==> config.mk <==
export PLATFORM = sky130hd
export DESIGN_NAME = countdown_seg7_timer_flat
export DESIGN_NICKNAME = d
export VERILOG_FILES = /design/src/rtl/countdown_seg7_timer_pkg.sv /design/src/rtl/countdown_seg7_timer_if.sv /design/src/rtl/countdown_seg7_timer_bcd_to_seg7.sv /design/src/rtl/countdown_seg7_timer.sv /design/src/flat_wrapper.sv
export SDC_FILE = /design/constraint.sdc
export NUM_CORES = 1
export LEC_CHECK = 0
export BUFFER_PORTS_ARGS = -buffer_cell sky130_fd_sc_hd__buf_4
export CAP_MARGIN = 10
export CORE_MARGIN = 5
export CORE_UTILIZATION = 55
export DETAILED_ROUTE_END_ITERATION = 10
export PLACE_DENSITY = 0.79
export SYNTH_ARGS = -nofsm -noshare
export SYNTH_HDL_FRONTEND = slang
export SYNTH_SLANG_ARGS = --single-unit
==> constraint.sdc <==
create_clock -name clk -period 4.1 [get_ports clk]
set_input_delay 0.205 -clock clk [delete_from_list [all_inputs] [get_ports clk]]
set_output_delay 0.205 -clock clk [all_outputs]
set_load 0.01 [all_outputs]
==> src/rtl/countdown_seg7_timer_pkg.sv <==
// Shared constants and types for the countdown display path.
// SEG_DIGIT holds the active-low gfedcba patterns for 0..9.
// SEG_BLANK turns every segment off.
// cd_state_t is the timer FSM state encoding.
package traffic_disp_pkg;

    localparam logic [6:0] SEG_BLANK = 7'b1111111;

    localparam logic [6:0] SEG_DIGIT [0:9] = '{
        7'b1000000, 7'b1111001, 7'b0100100, 7'b0110000, 7'b0011001,
        7'b0010010, 7'b0000010, 7'b1111000, 7'b0000000, 7'b0010000
    };

    typedef enum logic [1:0] {ST_IDLE, ST_RUN, ST_PAUSE, ST_DONE} cd_state_t;

endpackage

==> src/rtl/countdown_seg7_timer_if.sv <==
// Bundle of control and display signals for countdown_seg7_timer.
//   master: drives load/load_value/start/pause and observes the outputs.
//   slave : the timer itself.
interface countdown_seg7_timer_if #(
    parameter int NUM_DIGITS = 2
);
    logic                    load;
    logic [4*NUM_DIGITS-1:0] load_value;
    logic                    start;
    logic                    pause;
    logic [7*NUM_DIGITS-1:0] hex_out;
    logic                    running;
    logic                    done;

    modport master (output load, load_value, start, pause,
                    input  hex_out, running, done);
    modport slave  (input  load, load_value, start, pause,
                    output hex_out, running, done);
endinterface

==> src/rtl/countdown_seg7_timer_bcd_to_seg7.sv <==
// Combinational BCD to active-low 7-segment decoder (gfedcba).
//   bcd   : digit value; codes 10..15 display as blank
//   blank : force all segments off
//   seg   : segment drive
module bcd_to_seg7
    import traffic_disp_pkg::*;
(
    input  logic [3:0] bcd,
    input  logic       blank,
    output logic [6:0] seg
);
    always_comb begin
        seg = SEG_BLANK;
        if (!blank && bcd <= 4'd9) seg = SEG_DIGIT[bcd];
    end
endmodule

==> src/rtl/countdown_seg7_timer.sv <==
// BCD countdown timer with registered N-digit 7-segment drive.
//   clk, rst_n : rising-edge clock, asynchronous active-low reset
//   bus        : load/load_value/start/pause in, hex_out/running/done out
// Optional feature: define COUNTDOWN_BLINK_EN to blink the "0" display
// in DONE on every prescaler wrap; otherwise DONE shows a static "0"
// and the prescaler is held at 0.
// Outputs are flops loaded from the next-state values, so they change
// on the same edge as the count/state they describe.
module countdown_seg7_timer
    import traffic_disp_pkg::*;
#(
    parameter int NUM_DIGITS = 2,
    parameter int TICK_DIV   = 50_000_000
) (
    input  logic                  clk,
    input  logic                  rst_n,
    countdown_seg7_timer_if.slave bus
);
    localparam int             PW        = $clog2(TICK_DIV);
    localparam logic [PW-1:0]  PRESC_MAX = PW'(TICK_DIV - 1);

    cd_state_t                   state_q, state_d;
    logic [NUM_DIGITS-1:0][3:0]  count_q, count_d, load_bcd, dec_val;
    logic [PW-1:0]               presc_q, presc_d;
    logic                        blink_q, blink_d;
    logic [NUM_DIGITS-1:0]       blank;
    logic [NUM_DIGITS-1:0][6:0]  seg;
    logic [7*NUM_DIGITS-1:0]     hex_q;
    logic                        running_q, done_q;
    logic                        borrow, lead, count_zero, dec_zero, wrap;

    // Load sanitising and BCD borrow-chain decrement.
    always_comb begin
        borrow = 1'b1;
        for (int i = 0; i < NUM_DIGITS; i++) begin
            load_bcd[i] = (bus.load_value[i*4 +: 4] > 4'd9) ? 4'd0 : bus.load_value[i*4 +: 4];
            dec_val[i]  = count_q[i];
            if (borrow) begin
                if (count_q[i] == 4'd0) begin
                    dec_val[i] = 4'd9;
                end else begin
                    dec_val[i] = count_q[i] - 4'd1;
                    borrow     = 1'b0;
                end
            end
        end
        count_zero = (count_q == '0);
        dec_zero   = (dec_val == '0);
        wrap       = (presc_q == PRESC_MAX);
    end

    always_comb begin
        state_d = state_q;
        count_d = count_q;
        presc_d = presc_q;
        blink_d = blink_q;
        if (bus.load) begin
            count_d = load_bcd;
            presc_d = '0;
            blink_d = 1'b0;
            state_d = bus.start ? ST_RUN : ST_IDLE;
        end else begin
            case (state_q)
                ST_IDLE: if (!bus.pause && bus.start) begin
                    presc_d = '0;
                    state_d = count_zero ? ST_DONE : ST_RUN;
                end
                ST_RUN: begin
                    if (bus.pause) begin
                        state_d = ST_PAUSE;
                    end else if (count_zero) begin
                        // only reachable through load+start with a zero value
                        presc_d = '0;
                        state_d = ST_DONE;
                    end else if (wrap) begin
                        presc_d = '0;
                        count_d = dec_val;
                        if (dec_zero) state_d = ST_DONE;
                    end else begin
                        presc_d = presc_q + 1'b1;
                    end
                end
                ST_PAUSE: if (!bus.pause && bus.start) state_d = ST_RUN;
                ST_DONE: begin
`ifdef COUNTDOWN_BLINK_EN
                    if (wrap) begin
                        presc_d = '0;
                        blink_d = !blink_q;
                    end else begin
                        presc_d = presc_q + 1'b1;
                    end
`else
                    presc_d = '0;
`endif
                end
                default: state_d = ST_IDLE;
            endcase
        end
    end

    // Leading-zero blanking from the top digit down; digit0 only blanks
    // during the off phase of the DONE blink.
    always_comb begin
        lead = 1'b1;
        for (int i = NUM_DIGITS - 1; i >= 1; i--) begin
            lead     = lead && (count_d[i] == 4'd0);
            blank[i] = lead || blink_d;
        end
        blank[0] = blink_d;
    end

    for (genvar g = 0; g < NUM_DIGITS; g++) begin : g_dig
        bcd_to_seg7 u_seg (.bcd(count_d[g]), .blank(blank[g]), .seg(seg[g]));
    end

    always_ff @(posedge clk or negedge rst_n) begin
        if (!rst_n) begin
            state_q    <= ST_IDLE;
            count_q    <= '0;
            presc_q    <= '0;
            blink_q    <= 1'b0;
            hex_q      <= {NUM_DIGITS{SEG_BLANK}};
            hex_q[6:0] <= SEG_DIGIT[0];
            running_q  <= 1'b0;
            done_q     <= 1'b0;
        end else begin
            state_q   <= state_d;
            count_q   <= count_d;
            presc_q   <= presc_d;
            blink_q   <= blink_d;
            hex_q     <= seg;
            running_q <= (state_d == ST_RUN);
            done_q    <= (state_d == ST_DONE) && (state_q != ST_DONE);
        end
    end

    assign bus.hex_out = hex_q;
    assign bus.running = running_q;
    assign bus.done    = done_q;

endmodule

==> src/flat_wrapper.sv <==
// flat-port wrapper written by rule: the top's interface ports become plain ports
module countdown_seg7_timer_flat import traffic_disp_pkg::*;
#(
    parameter int NUM_DIGITS = 2,
    parameter int TICK_DIV   = 50_000_000
)
  (clk, rst_n, bus_load, bus_load_value, bus_start, bus_pause, bus_hex_out, bus_running, bus_done);
  countdown_seg7_timer_if #(.NUM_DIGITS(NUM_DIGITS)) bus_i ();
  input  logic clk;
  input  logic rst_n;
  input wire logic [$bits(bus_i.load)-1:0] bus_load;
  input wire logic [$bits(bus_i.load_value)-1:0] bus_load_value;
  input wire logic [$bits(bus_i.start)-1:0] bus_start;
  input wire logic [$bits(bus_i.pause)-1:0] bus_pause;
  output wire logic [$bits(bus_i.hex_out)-1:0] bus_hex_out;
  output wire logic [$bits(bus_i.running)-1:0] bus_running;
  output wire logic [$bits(bus_i.done)-1:0] bus_done;
  assign bus_i.load = bus_load;
  assign bus_i.load_value = bus_load_value;
  assign bus_i.start = bus_start;
  assign bus_i.pause = bus_pause;
  assign bus_hex_out = bus_i.hex_out;
  assign bus_running = bus_i.running;
  assign bus_done = bus_i.done;
  countdown_seg7_timer #(.NUM_DIGITS(NUM_DIGITS), .TICK_DIV(TICK_DIV)) u_core (.clk(clk), .rst_n(rst_n), .bus(bus_i));
endmodule
==> metrics.csv, run 1 <==
stage,metric,value,unit
yosys,syn_area,3140,sq um
yosys,syn_area_per_cell,9.39,sq um
clocking,cts_root_buf,clkbuf_8,
grt,grt_pass1_vias,2608,
placed_design,dpl.cell_count,423,
clocking,post_cts_buffers,0,
yosys,ys_warn_count,0,
clocking,clk_pin_slew,0.10,ns
floorplan,start_util,56.6,%
min_path,hold_depth,2,
yosys,synth_ff_type,dfrtp_1,
min_path,worstHoldEndpoint,u_core.state_q[0],
grt,grt_pass1_wl,12.1,mm
cells_and_area,area_delta_synth_final,10.7,%
cells_and_area,final_layout_size_suffix_gt1_share,20.0,%
clocking,cts_max_level,2,
floorplan,rows,27,
clocking,cts-buffers-inserted,5,
setup_path,path_class,flip-flop to flip-flop,
power_and_ir_drop,finalPower,1.13,mW
cells_and_area,antennaDiodeCount,0,
power_and_ir_drop,p_leak,1.48,nW
drt,wire_per_inst,15.6,um
setup_path,crit_required,4.29,ns
grt,grt_max_degree,54,
yosys,netlist_instances,334,
drt,ant_nets,0,
drt,vias,2654,
yosys,synth-seq-cells,53,
timing,finalCritPeriodShare,81.0,%
grt,overflow,0,
power_and_ir_drop,max-vdd-ir-drop,0.000173,V
setup_path,critPathArrivalTime,3.51,ns
setup_path,start_kind,flip-flop,
drt,routed_wl,6.72,mm
timing,tightest_slew,0.775,ns
timing,hold_violations,0,
floorplan,pin_count,29,
floorplan,dieArea,7310,sq um
clocking,cts.path.max_buffers,2,
run,cap_violations,0,
floorplan,coreArea,5540,sq um
yosys,synth.distinct_cells,70,
clocking,clock_latency,0.31,ns
setup_path,reg2reg_slack,0.78,ns
floorplan,die_h,85.5,um
timing,fin_skew,0.00788,ns
timing,whs,0.179,ns
min_path,hp-class,input port to flip-flop,
clocking,cts_tree,done,
drt,drtIter0Drc,301,
drt,first_pass_iters,6,
floorplan,die_x,85.5,um
cells_and_area,nNetsFinal,382,
cells_and_area,stdcell_count,432,
run_status,outcome,finished clean,
timing,timing.fmax,0.301,GHz
setup_path,timing.rr.start,u_core.presc_q[0],
timing,slew_violations,0,
yosys,ys_seq_area_share,42.6,%
drt,drcViolationCount,0,
timing,rsz0062_at_grt,no,
placed_design,dp_hpwl,4.77,mm
timing,tns,0,ns
timing,max_slew_margin,47.8,%
grt,grt_usage,19.8,%
yosys,ys_async_sr_fraction,100,%
min_path,hp-start,bus_pause,
drt,via_per_inst,6.14,
yosys,synth_edf_count,0,
setup_path,worst-path-max-fanout,6,
placed_design,gp_congestion,0.875,
clocking,clkSinkCount,53,
setup_path,r2r_end,u_core.bus.hex_out[5],
setup_path,worstRegToRegCells,9,
timing,period_needed,3.32,ns
placed_design,io_buffer_count,28,
power_and_ir_drop,power.density,326,nW/um^2
yosys,syn-num-nets,357,
setup_path,critPathCaptureType,flip-flop,
timing,setup_viol,0,
grt,antenna_found_initial,0,
==> worst max-delay path, cell delays in order (launching register included) <==
cell,delay [ns]
dfrtp_1,0.43
ha_1,0.25
nand4_1,0.25
nor4_1,0.69
a21boi_0,0.21
o31ai_1,0.57
inv_1,0.17
ha_1,0.24
nor4_1,0.31
a311oi_1,0.08
==> sequential cells by signal (all words and copies together), names as in the netlist <==
register,count
u_core.presc_q,26
u_core.bus.hex_out,14
u_core.count_q,8
u_core.bus.done,1
u_core.bus.running,1
u_core.state_q,2
u_core.blink_q,1
==> worst max-delay path by stage <==
stage / from / to / slack (ns) / cells after the start
3_5_place_dp: u_core.presc_q[0] / u_core.bus.hex_out[4] / 0.79 / 9
3_3_place_gp: u_core.presc_q[0] / u_core.bus.hex_out[3] / 0.94 / 9
6_report: u_core.presc_q[0] / u_core.bus.hex_out[5] / 0.78 / 9
2_1_floorplan: u_core.state_q[1] / u_core.bus.hex_out[8] / 1.10 / 11
5_1_grt: u_core.presc_q[0] / u_core.bus.hex_out[4] / 0.44 / 9
4_1_cts: u_core.presc_q[0] / u_core.bus.hex_out[5] / 0.74 / 9
==> cell families after synthesis <==
logic type	after synthesis	share of synthesized area, %
xor gates and xnor gates	8	2.23
DFF	53	42.6
muxes	2	0.638
buffers and inverters	31	4.63
adders and majority gates	10	3.99
and+or+nand+nor	136	24.6
AOI/OAI and AO/OA	94	21.3
==> cell usage after synthesis (all sizes together), types with 2 or more instances <==
cell type / count / area share, %
a311oi: 2 / 0.56
xnor2: 3 / 0.84
o41ai: 3 / 0.84
nor3b: 4 / 1.3
clkbuf: 10 / 1.5
o21ai: 36 / 5.7
o211ai: 4 / 1.6
a31oi: 3 / 0.60
a41oi: 3 / 0.84
nor3: 9 / 1.4
a32oi: 3 / 0.84
nor4: 7 / 1.4
o311ai: 2 / 0.80
ha: 10 / 4.0
or3: 5 / 1.0
or4: 2 / 0.60
dfrtp: 45 / 36
dfstp: 8 / 6.7
or2: 5 / 1.0
xor2: 5 / 1.4
nor2b: 6 / 1.2
buf: 3 / 0.88
nand4: 9 / 2.0
a21o: 3 / 0.76
nand2: 22 / 2.6
a21oi: 13 / 2.4
inv: 18 / 2.2
o31ai: 10 / 2.8
nor2: 29 / 3.5
or2b: 2 / 0.52
and4: 3 / 0.84
mux2i: 2 / 0.64
and3: 8 / 1.8
nand3: 15 / 2.4
or3b: 2 / 0.56
==> layer usage <==
metal	vias to the layer above	track usage, %	wire (um)
li1	1284	-	-
met1	1298	26.4	2970
met2	64	33.2	3310
met3	8	3.46	364
met4	0	5.18	81
met5	-	0	0
==> cell type report <==
type                       instances  area (sq um)
multi-input combinational        250          1650
fill                             483          2070
inverter                          18          70.1
sequential                        53          1340
clock buffer                       6          72.6
timing repair buffer              31           235
tap                               72          90.1
clock inverter                     2          13.8
==> placed cells by master, fill, tap and decap left out, types with 6 or more instances in the layout <==
cell type,n
nand3_1,15
buf_4,30
nand2_1,22
nor2_1,29
o21ai_0,35
and3_1,7
nor2b_1,6
nor4_1,7
a21oi_1,12
dfstp_2,8
nand4_1,8
ha_1,10
o31ai_1,9
dfrtp_1,45
nor3_1,9
inv_1,17
==> report_power, final <==
| group | internal [mW] | switching [mW] | total (mW) |
|---|---|---|---|
| registers | 0.570 | 0.0229 | 0.593 |
| clock network | 0.122 | 0.174 | 0.296 |
| logic | 0.105 | 0.138 | 0.243 |
| total | 0.797 | 0.335 | 1.13 |
==> through the flow <==
step / setup slack [ns] / instance area [sq um] / utilization [%]
floorplan: 1.10 / 3140 / -
global placement: 0.936 / 3380 / 60.9
detailed placement: 0.792 / 3380 / 60.9
CTS: 0.735 / 3470 / 62.7
global route: 0.436 / 3470 / 62.7
finish: 0.779 / 3470 / 62.7
==> repair_timing <==
| action | in CTS | in global routing |
|---|---|---|
| setup endpoints to repair | 0 | 0 |
| hold buffers | 1 | 0 |
| endpoints found under the hold margin | 45 | 0 |
| gates resized for setup | 0 | 0 |
No activity file was read; power rests on OpenSTA's default activity.
==> run 2, diff against run 1 <==
==> constraint.sdc (replaced) <==
create_clock -name clk -period 3.1 [get_ports clk]
set_input_delay 0.155 -clock clk [delete_from_list [all_inputs] [get_ports clk]]
set_output_delay 0.155 -clock clk [all_outputs]
set_load 0.01 [all_outputs]
==> metrics.csv, run 2 (synthesis gave the netlist of run 1 again) <==
stage,metric,value,unit,change
cells_and_area,antennaDiodeCount,0,,unchanged
floorplan,dieArea,7310,sq um,unchanged
floorplan,die_h,85.5,um,unchanged
cells_and_area,layout_commonest_cell,buf_4,,was dfrtp_1
floorplan,pin_count,29,,unchanged
power_and_ir_drop,max-vdd-ir-drop,0.000284,V,was 0.000173 V
setup_path,critPathArrivalTime,3.25,ns,was 3.51 ns
run_status,outcome,finished clean,,unchanged
timing,timing.fmax,0.331,GHz,was 0.301 GHz
clocking,cts_root_buf,clkbuf_8,,unchanged
grt,overflow,0,,unchanged
drt,drtIter0Drc,149,,was 301
clocking,clkSinkCount,53,,unchanged
run,cap_violations,0,,unchanged
min_path,hold_depth,2,,unchanged
min_path,hp-start,bus_pause,,unchanged
drt,vias,2775,,"was 2,654"
power_and_ir_drop,clkPwrFrac,27.5,%,was 26.1%
setup_path,timing.rr.start,u_core.count_q[0],,was u_core.presc_q[0]
timing,slew_violations,0,,unchanged
floorplan,coreArea,5540,sq um,unchanged
grt,antenna_found_initial,0,,unchanged
drt,via_per_inst,6.13,,was 6.14
setup_path,critPathCaptureType,flip-flop,,unchanged
power_and_ir_drop,power.switching,0.472,mW,was 0.335 mW
cells_and_area,largest-register,u_core.presc_q,,unchanged
clocking,cts_max_level,2,,unchanged
setup_path,cpMostUsedCell,buf_4,,
clocking,cts_tree,done,,unchanged
cells_and_area,layout_common_cells,"buf_4, dfrtp_1, o21ai_0",,"was dfrtp_1, o21ai_0, buf_4"
timing,finalCritPeriodShare,97.6,%,was 81.0%
setup_path,critPathBufInv,2,,was 1
timing,period_needed,3.03,ns,was 3.32 ns
floorplan,die_x,85.5,um,unchanged
drt,drcViolationCount,0,,unchanged
timing,hold_violations,0,,unchanged
placed_design,post_dp_cell_area,3470,sq um,was 3380 sq um
floorplan,rows,27,,unchanged
timing,tightest_slew,0.819,ns,was 0.775 ns
clocking,clock_latency,0.32,ns,was 0.31 ns
placed_design,gp_congestion,0.874,,was 0.875
power_and_ir_drop,sequentialPowerShare,49.9,%,was 52.4%
clocking,cts-buffers-inserted,5,,unchanged
grt,grt_max_degree,54,,unchanged
setup_path,path_class,flip-flop to flip-flop,,unchanged
setup_path,worstRegToRegCells,10,,was 9
drt,first_pass_iters,5,,was 6
cells_and_area,nNetsFinal,403,,was 382
setup_path,critPathTopFamily,simple AND/OR/NAND/NOR gates,,unchanged
cells_and_area,final_cell_area,3700,sq um,was 3470 sq um
timing,max_slew_margin,44.9,%,was 47.8%
cells_and_area,final_layout_size_suffix_gt1_share,27.6,%,was 20.0%
timing,fin_skew,0.0117,ns,was 0.00788 ns
min_path,hp-class,input port to flip-flop,,unchanged
grt,grt_usage,20.0,%,was 19.8%
setup_path,path_depth,10,,was 9
grt,grt_pass1_vias,2523,,"was 2,608"
placed_design,dpl.cell_count,436,,was 423
placed_design,dp_hpwl,5.02,mm,was 4.77 mm
power_and_ir_drop,p_leak,1.59,nW,was 1.48 nW
cells_and_area,largest_register_ffs,26,,unchanged
setup_path,worst-path-max-fanout,6,,unchanged
drt,wire_per_inst,15.7,um,was 15.6 um
min_path,worstHoldEndpoint,u_core.state_q[0],,unchanged
setup_path,slowest_delay,0.59,ns,was 0.69 ns
setup_path,start_kind,flip-flop,,unchanged
timing,setup_viol,0,,unchanged
setup_path,cp_slowest_cell,or4_4,,was nor4_1
power_and_ir_drop,p_sw_share,30.0,%,was 29.6%
power_and_ir_drop,finalPower,1.57,mW,was 1.13 mW
setup_path,reg2reg_slack,0.07,ns,was 0.78 ns
setup_path,crit_required,3.32,ns,was 4.29 ns
setup_path,r2r_end,u_core.bus.hex_out[8],,was u_core.bus.hex_out[5]
drt,routed_wl,7.10,mm,was 6.72 mm
cells_and_area,stdcell_count,453,,was 432
floorplan,start_util,56.6,%,unchanged
drt,ant_nets,0,,unchanged
cells_and_area,final_util,66.8,%,was 62.7%
power_and_ir_drop,power.density,425,nW/um^2,was 326 nW/um^2
clocking,clk_pin_slew,0.11,ns,was 0.10 ns
clocking,cts.path.max_buffers,2,,unchanged
grt,grt_pass1_wl,12.0,mm,was 12.1 mm
power_and_ir_drop,pwr-share-comb,22.6,%,was 21.5%
cells_and_area,area_delta_synth_final,18.0,%,was 10.7%
placed_design,io_buffer_count,28,,unchanged
setup_path,crit_chain,or4b_4 -> or4_4 -> o31ai_4 -> o21a_1 -> buf_4 -> ha_2 -> o41ai_2 -> buf_4 -> a21oi_4 -> o311ai_1,,was ha_1 -> nand4_1 -> nor4_1 -> a21boi_0 -> o31ai_1 -> inv_1 -> ha_1 -> nor4_1 -> a311oi_1
power_and_ir_drop,intPower,1.10,mW,was 0.797 mW
==> run 2: cell types whose count changed in the layout (fill, tap and decap cells not counted), sizes merged <==
cell / delta
buf: +21
==> run 2: area by class of cell <==
type | count | area [sq um]
Clock buffer | 6 | 82.6
Clock inverter | 2 | 17.5
Fill cell | 462 | 1840
Inverter | 18 | 70.1
Multi-Input combinational cell | 250 | 1710
Sequential cell | 53 | 1340
Tap cell | 72 | 90.1
Timing Repair Buffer | 52 | 393
==> run 2: worst max-delay path by stage <==
stage | start | end | slack [ns]
2_1_floorplan | u_core.state_q[1] | u_core.bus.hex_out[8] | 0.1
3_3_place_gp | u_core.count_q[0] | u_core.bus.hex_out[8] | 0.17
3_5_place_dp | u_core.count_q[0] | u_core.bus.hex_out[8] | 0.08
4_1_cts | u_core.count_q[0] | u_core.bus.hex_out[8] | 0.006
5_1_grt | u_core.count_q[0] | u_core.bus.hex_out[8] | -0.02
6_report | u_core.count_q[0] | u_core.bus.hex_out[8] | 0.07
==> run 2: power by group through the flow <==
stage / Clock, mW / Sequential [mW] / Combinational (mW)
after floorplan: 0 / 0.810 / 0.182
after global placement: 0 / 0.793 / 0.329
after detailed placement: 0 / 0.796 / 0.336
after CTS: 0.440 / 0.783 / 0.339
after global routing: 0.462 / 0.792 / 0.395
final: 0.432 / 0.784 / 0.356
==> run 2: worst register-to-register path, stage by stage, from the launching register on <==
cell	delay, ns
dfrtp_1	0.42
or4b_4	0.55
or4_4	0.59
o31ai_4	0.23
o21a_1	0.21
buf_4	0.13
ha_2	0.21
o41ai_2	0.09
buf_4	0.16
a21oi_4	0.18
o311ai_1	0.15
==> run 2: timing repair <==
| action | 4_1_cts | 5_1_grt |
|---|---|---|
| hold buffers | 1 | 0 |
| setup endpoints to repair | 0 | 11 |
| buffers inserted | 0 | 8 |
| gates resized for setup | 0 | 13 |
| endpoints found under the hold margin | 45 | 0 |
==> run 2: metal layers <==
metal	track usage (%)	share of wire (%)
met2	32.0	48
met3	3.55	5.1
met1	27.1	45
met4	7.48	2.7
met5	0	0
==> run 2: through the flow <==
stage / TNS [ns] / hold WS (ns) / setup WS, ns
2_1_floorplan: 0 / -0.141 / 0.0959
3_3_place_gp: 0 / 0.230 / 0.170
3_5_place_dp: 0 / 0.239 / 0.0755
4_1_cts: 0 / 0.126 / 0.00629
5_1_grt: -0.0245 / 0.143 / -0.0219
6_report: 0 / 0.119 / 0.0746
==> run 3, diff against run 2 <==
--- a/config.mk
+++ b/config.mk
@@ -5,10 +5,12 @@
 export SDC_FILE = /design/constraint.sdc
 export NUM_CORES = 1
 export LEC_CHECK = 0
+export ABC_AREA = 1
 export BUFFER_PORTS_ARGS = -buffer_cell sky130_fd_sc_hd__buf_4
 export CAP_MARGIN = 10
 export CORE_MARGIN = 5
 export CORE_UTILIZATION = 55
+export CTS_CLUSTER_SIZE = 16
 export DETAILED_ROUTE_END_ITERATION = 10
 export PLACE_DENSITY = 0.79
 export SYNTH_ARGS = -nofsm -noshare
==> constraint.sdc (replaced) <==
create_clock -name clk -period 3.1 [get_ports clk]
set_input_delay 0.31 -clock clk [delete_from_list [all_inputs] [get_ports clk]]
set_output_delay 0.31 -clock clk [all_outputs]
set_load 0.01 [all_outputs]
==> metrics.csv, run 3 <==
stage,metric,value,unit,change
yosys,syn_area,3140,sq um,about the same
cells_and_area,nNetsFinal,457,,was 403
yosys,netlist_top_cells_count,"nand2_1, inv_1, nand3_1, dfrtp_1, nor2_1",,"was dfrtp_1, o21ai_0, nor2_1, nand2_1, inv_1"
yosys,synth_ff_type,dfrtp_1,,unchanged
power_and_ir_drop,max-vdd-ir-drop,0.000239,V,was 0.000284 V
yosys,ys_warn_count,0,,unchanged
clocking,ctsHoldBuffers,0,,was 1
timing,rsz0062_at_grt,no,,
yosys,synth_top_area_cell,dfrtp_1,,unchanged
power_and_ir_drop,p_leak,1.77,nW,was 1.59 nW
drt,via_per_inst,5.27,,was 6.13
clocking,cts.path.max_buffers,2,,unchanged
drt,vias,2670,,"was 2,775"
setup_path,crit_required,3.28,ns,was 3.32 ns
grt,grt_usage,17.4,%,was 20.0%
grt,overflow,0,,unchanged
cells_and_area,layout_commonest_cell,nand2_1,,was buf_4
yosys,netlist_instances,404,,was 334
min_path,hp-class,input port to asynchronous set/reset pin,,was input port to flip-flop
floorplan,die_h,85.6,um,was 85.5 um
setup_path,path_class,flip-flop to flip-flop,,unchanged
yosys,syn-num-nets,427,,was 357
grt,grt_pass1_wl,10.6,mm,was 12.0 mm
setup_path,critPathArrivalTime,2.81,ns,was 3.25 ns
setup_path,worst-path-max-fanout,8,,was 6
grt,grt_pass1_vias,2559,,"was 2,523"
setup_path,cp_slowest_cell,dfrtp_1,,was or4_4
setup_path,cpMostUsedCell,nand2_1,,was buf_4
placed_design,gp_congestion,0.859,,was 0.874
placed_design,dp_hpwl,4.61,mm,was 5.02 mm
clocking,clock_latency,0.31,ns,was 0.32 ns
cells_and_area,n_fill_cell,485,,was 462
setup_path,crit_chain,ha_1 -> nand2_1 -> inv_1 -> nand2_1 -> nor2_1 -> nand2_2 -> nor2_8 -> nand2_4 -> o21ai_0 -> nand2_1 -> nand2_1 -> nand2_1 -> inv_1 -> ha_1 -> inv_1 -> nand2_1 -> nand3_1 -> a21oi_4 -> nand3_1,,was or4b_4 -> or4_4 -> o31ai_4 -> o21a_1 -> buf_4 -> ha_2 -> o41ai_2 -> buf_4 -> a21oi_4 -> o311ai_1
timing,tns,0,ns,unchanged
floorplan,coreArea,5540,sq um,unchanged
cells_and_area,final_layout_size_suffix_gt1_share,15.9,%,was 27.6%
clocking,cts_max_level,2,,unchanged
timing,hold_violations,0,,unchanged
clocking,clkSinkCount,53,,unchanged
timing,slew_violations,0,,unchanged
power_and_ir_drop,finalPower,1.61,mW,was 1.57 mW
yosys,syn_area_per_cell,7.78,sq um,was 9.39 sq um
drt,routed_wl,6.10,mm,was 7.10 mm
setup_path,critPathCaptureType,flip-flop,,unchanged
timing,max_slew_margin,57.9,%,was 44.9%
timing,finalCritPeriodShare,85.0,%,was 97.6%
grt,grt_util_met3,3.84,%,was 3.55%
grt,grt_busiest_layer,met2,,unchanged
floorplan,pin_count,29,,unchanged
clocking,cts_tree,done,,unchanged
clocking,ctsResizeCount,0,,unchanged
placed_design,io_buffer_count,28,,unchanged
timing,tightest_slew,0.632,ns,was 0.819 ns
yosys,ys_seq_area_share,42.5,%,was 42.6%
floorplan,die_x,85.6,um,was 85.5 um
cells_and_area,largest-register,u_core.presc_q,,unchanged
timing,final.setup.worst_slack,0.466,ns,was 0.0746 ns
drt,drcViolationCount,0,,unchanged
cells_and_area,seq_area,1340,sq um,about the same
power_and_ir_drop,power.density,456,nW/um^2,was 425 nW/um^2
run,cap_violations,0,,unchanged
timing,timing.fmax,0.380,GHz,was 0.331 GHz
drt,drtIter0Drc,111,,was 149
timing,setup_viol,0,,unchanged
placed_design,place_ws,0.487,ns,was 0.0755 ns
drt,first_pass_iters,4,,was 5
setup_path,slowest_delay,0.40,ns,was 0.59 ns
floorplan,start_util,56.8,%,was 56.6%
grt,grt_max_degree,54,,unchanged
cells_and_area,largest_register_ffs,26,,unchanged
clocking,clk_pin_slew,0.09,ns,was 0.11 ns
run_status,outcome,finished clean,,unchanged
grt,antenna_found_initial,0,,unchanged
timing,period_needed,2.63,ns,was 3.03 ns
setup_path,start_kind,flip-flop,,unchanged
clocking,cts_root_buf,clkbuf_8,,unchanged
grt,gr-usage-met2,30.4,%,was 32.0%
cells_and_area,area_delta_synth_final,12.3,%,was 18.0%
yosys,yosysMostFrequentCell,nand2_1,,was dfrtp_1
cells_and_area,antennaDiodeCount,0,,unchanged
yosys,ys_async_sr_fraction,100,%,unchanged
yosys,synth_top_area_share,35.8,%,was 35.9%
yosys,synth_edf_count,0,,unchanged
cells_and_area,multi_input_area,1560,sq um,was 1710 sq um
drt,wire_per_inst,12.0,um,was 15.7 um
yosys,yosys-top-cells-area,"dfrtp_1, nand2_1, nand3_1",,"was dfrtp_1, dfstp_2, o21ai_0"
clocking,cts-buffers-inserted,5,,unchanged
timing,fin_skew,0.0108,ns,was 0.0117 ns
grt,use_met1,21.3,%,was 27.1%
drt,ant_nets,0,,unchanged
floorplan,dieArea,7330,sq um,was 7310 sq um
cells_and_area,layout_common_cells,"nand2_1, inv_1, nand3_1",,"was buf_4, dfrtp_1, o21ai_0"
floorplan,rows,27,,unchanged
yosys,synth-seq-cells,53,,unchanged
yosys,synth.distinct_cells,41,,was 70
clocking,post_cts_buffers,0,,unchanged
-- run 3: changes by cell type after synthesis, sizes merged, moves of 8 or more --
cell,previous run,this run
nand3,15,51
o21ai,36,14
nand2,22,97
clkbuf,10,1
nor2,29,48
nor3,9,17
o31ai,10,0
inv,18,58
-- run 3: kinds of logic (layout without fill, tap and decap cells) --
kind of cell / Yosys count / count (layout) / share of synthesized area, %
AND/OR/NAND/NOR: 228 / 228 / 35.0
buffers and inverters: 64 / 95 / 7.96
flip-flops: 53 / 53 / 42.5
AO/OA/AOI/OAI: 37 / 37 / 7.20
XOR/XNOR: 12 / 12 / 3.34
adder cells (fa/ha/maj): 10 / 10 / 3.98
-- run 3: path summary, 6_finish.rpt --
kind,from,end,slack [ns],depth (start not counted)
worst max-delay path,u_core.presc_q[1],u_core.bus.hex_out[4],0.47,19
worst min-delay path,rst_n,u_core.presc_q[20],0.02,1
worst max register to register,u_core.presc_q[1],u_core.bus.hex_out[4],0.47,19
worst min register to register,u_core.presc_q[15],u_core.presc_q[15],0.54,2
max in group asynchronous,rst_n,u_core.count_q[0],2.65,1
min in group clk,bus_load_value[7],u_core.count_q[7],0.35,3
-- run 3: where the power goes --
part / total [mW] / internal, mW / switching [mW]
clock: 0.481 / 0.263 / 0.218
combinational: 0.343 / 0.130 / 0.213
sequential: 0.786 / 0.760 / 0.0267
-- run 3: worst max-delay path: cells and delay by family (launching register included) --
kind | cells | cell delay [ns]
compound gates | 2 | 0.38
fa+ha+maj | 2 | 0.36
buf+inv | 3 | 0.24
flops | 1 | 0.40
simple gates | 12 | 1.12
-- run 3: per-layer routing --
layer,routed length (um),vias to the layer above
met2,3100,43
met3,201,6
met1,2730,1260
li1,-,1361
met5,0,-
met4,72,0
-- run 3: stage by stage --
stage | hold slack (ns) | area [sq um] | cells | util [%]
after floorplan | 0.0144 | 3140 | 404 | -
after global placement | 0.382 | 3420 | 499 | 61.7
after detailed placement | 0.381 | 3420 | 499 | 61.7
after CTS | 0.0440 | 3530 | 507 | 63.8
after global routing | 0.0837 | 3530 | 507 | 63.8
final | 0.0244 | 3530 | 507 | 63.8
-- run 3: final cells by class --
type                            instances  area share, %
Clock buffer                            7           2.44
Clock inverter                          1          0.850
Inverter                               59           6.27
Multi-Input combinational cell        287           44.1
Sequential cell                        53           37.8
Tap cell                               72           2.55
Timing Repair Buffer                   28           5.95
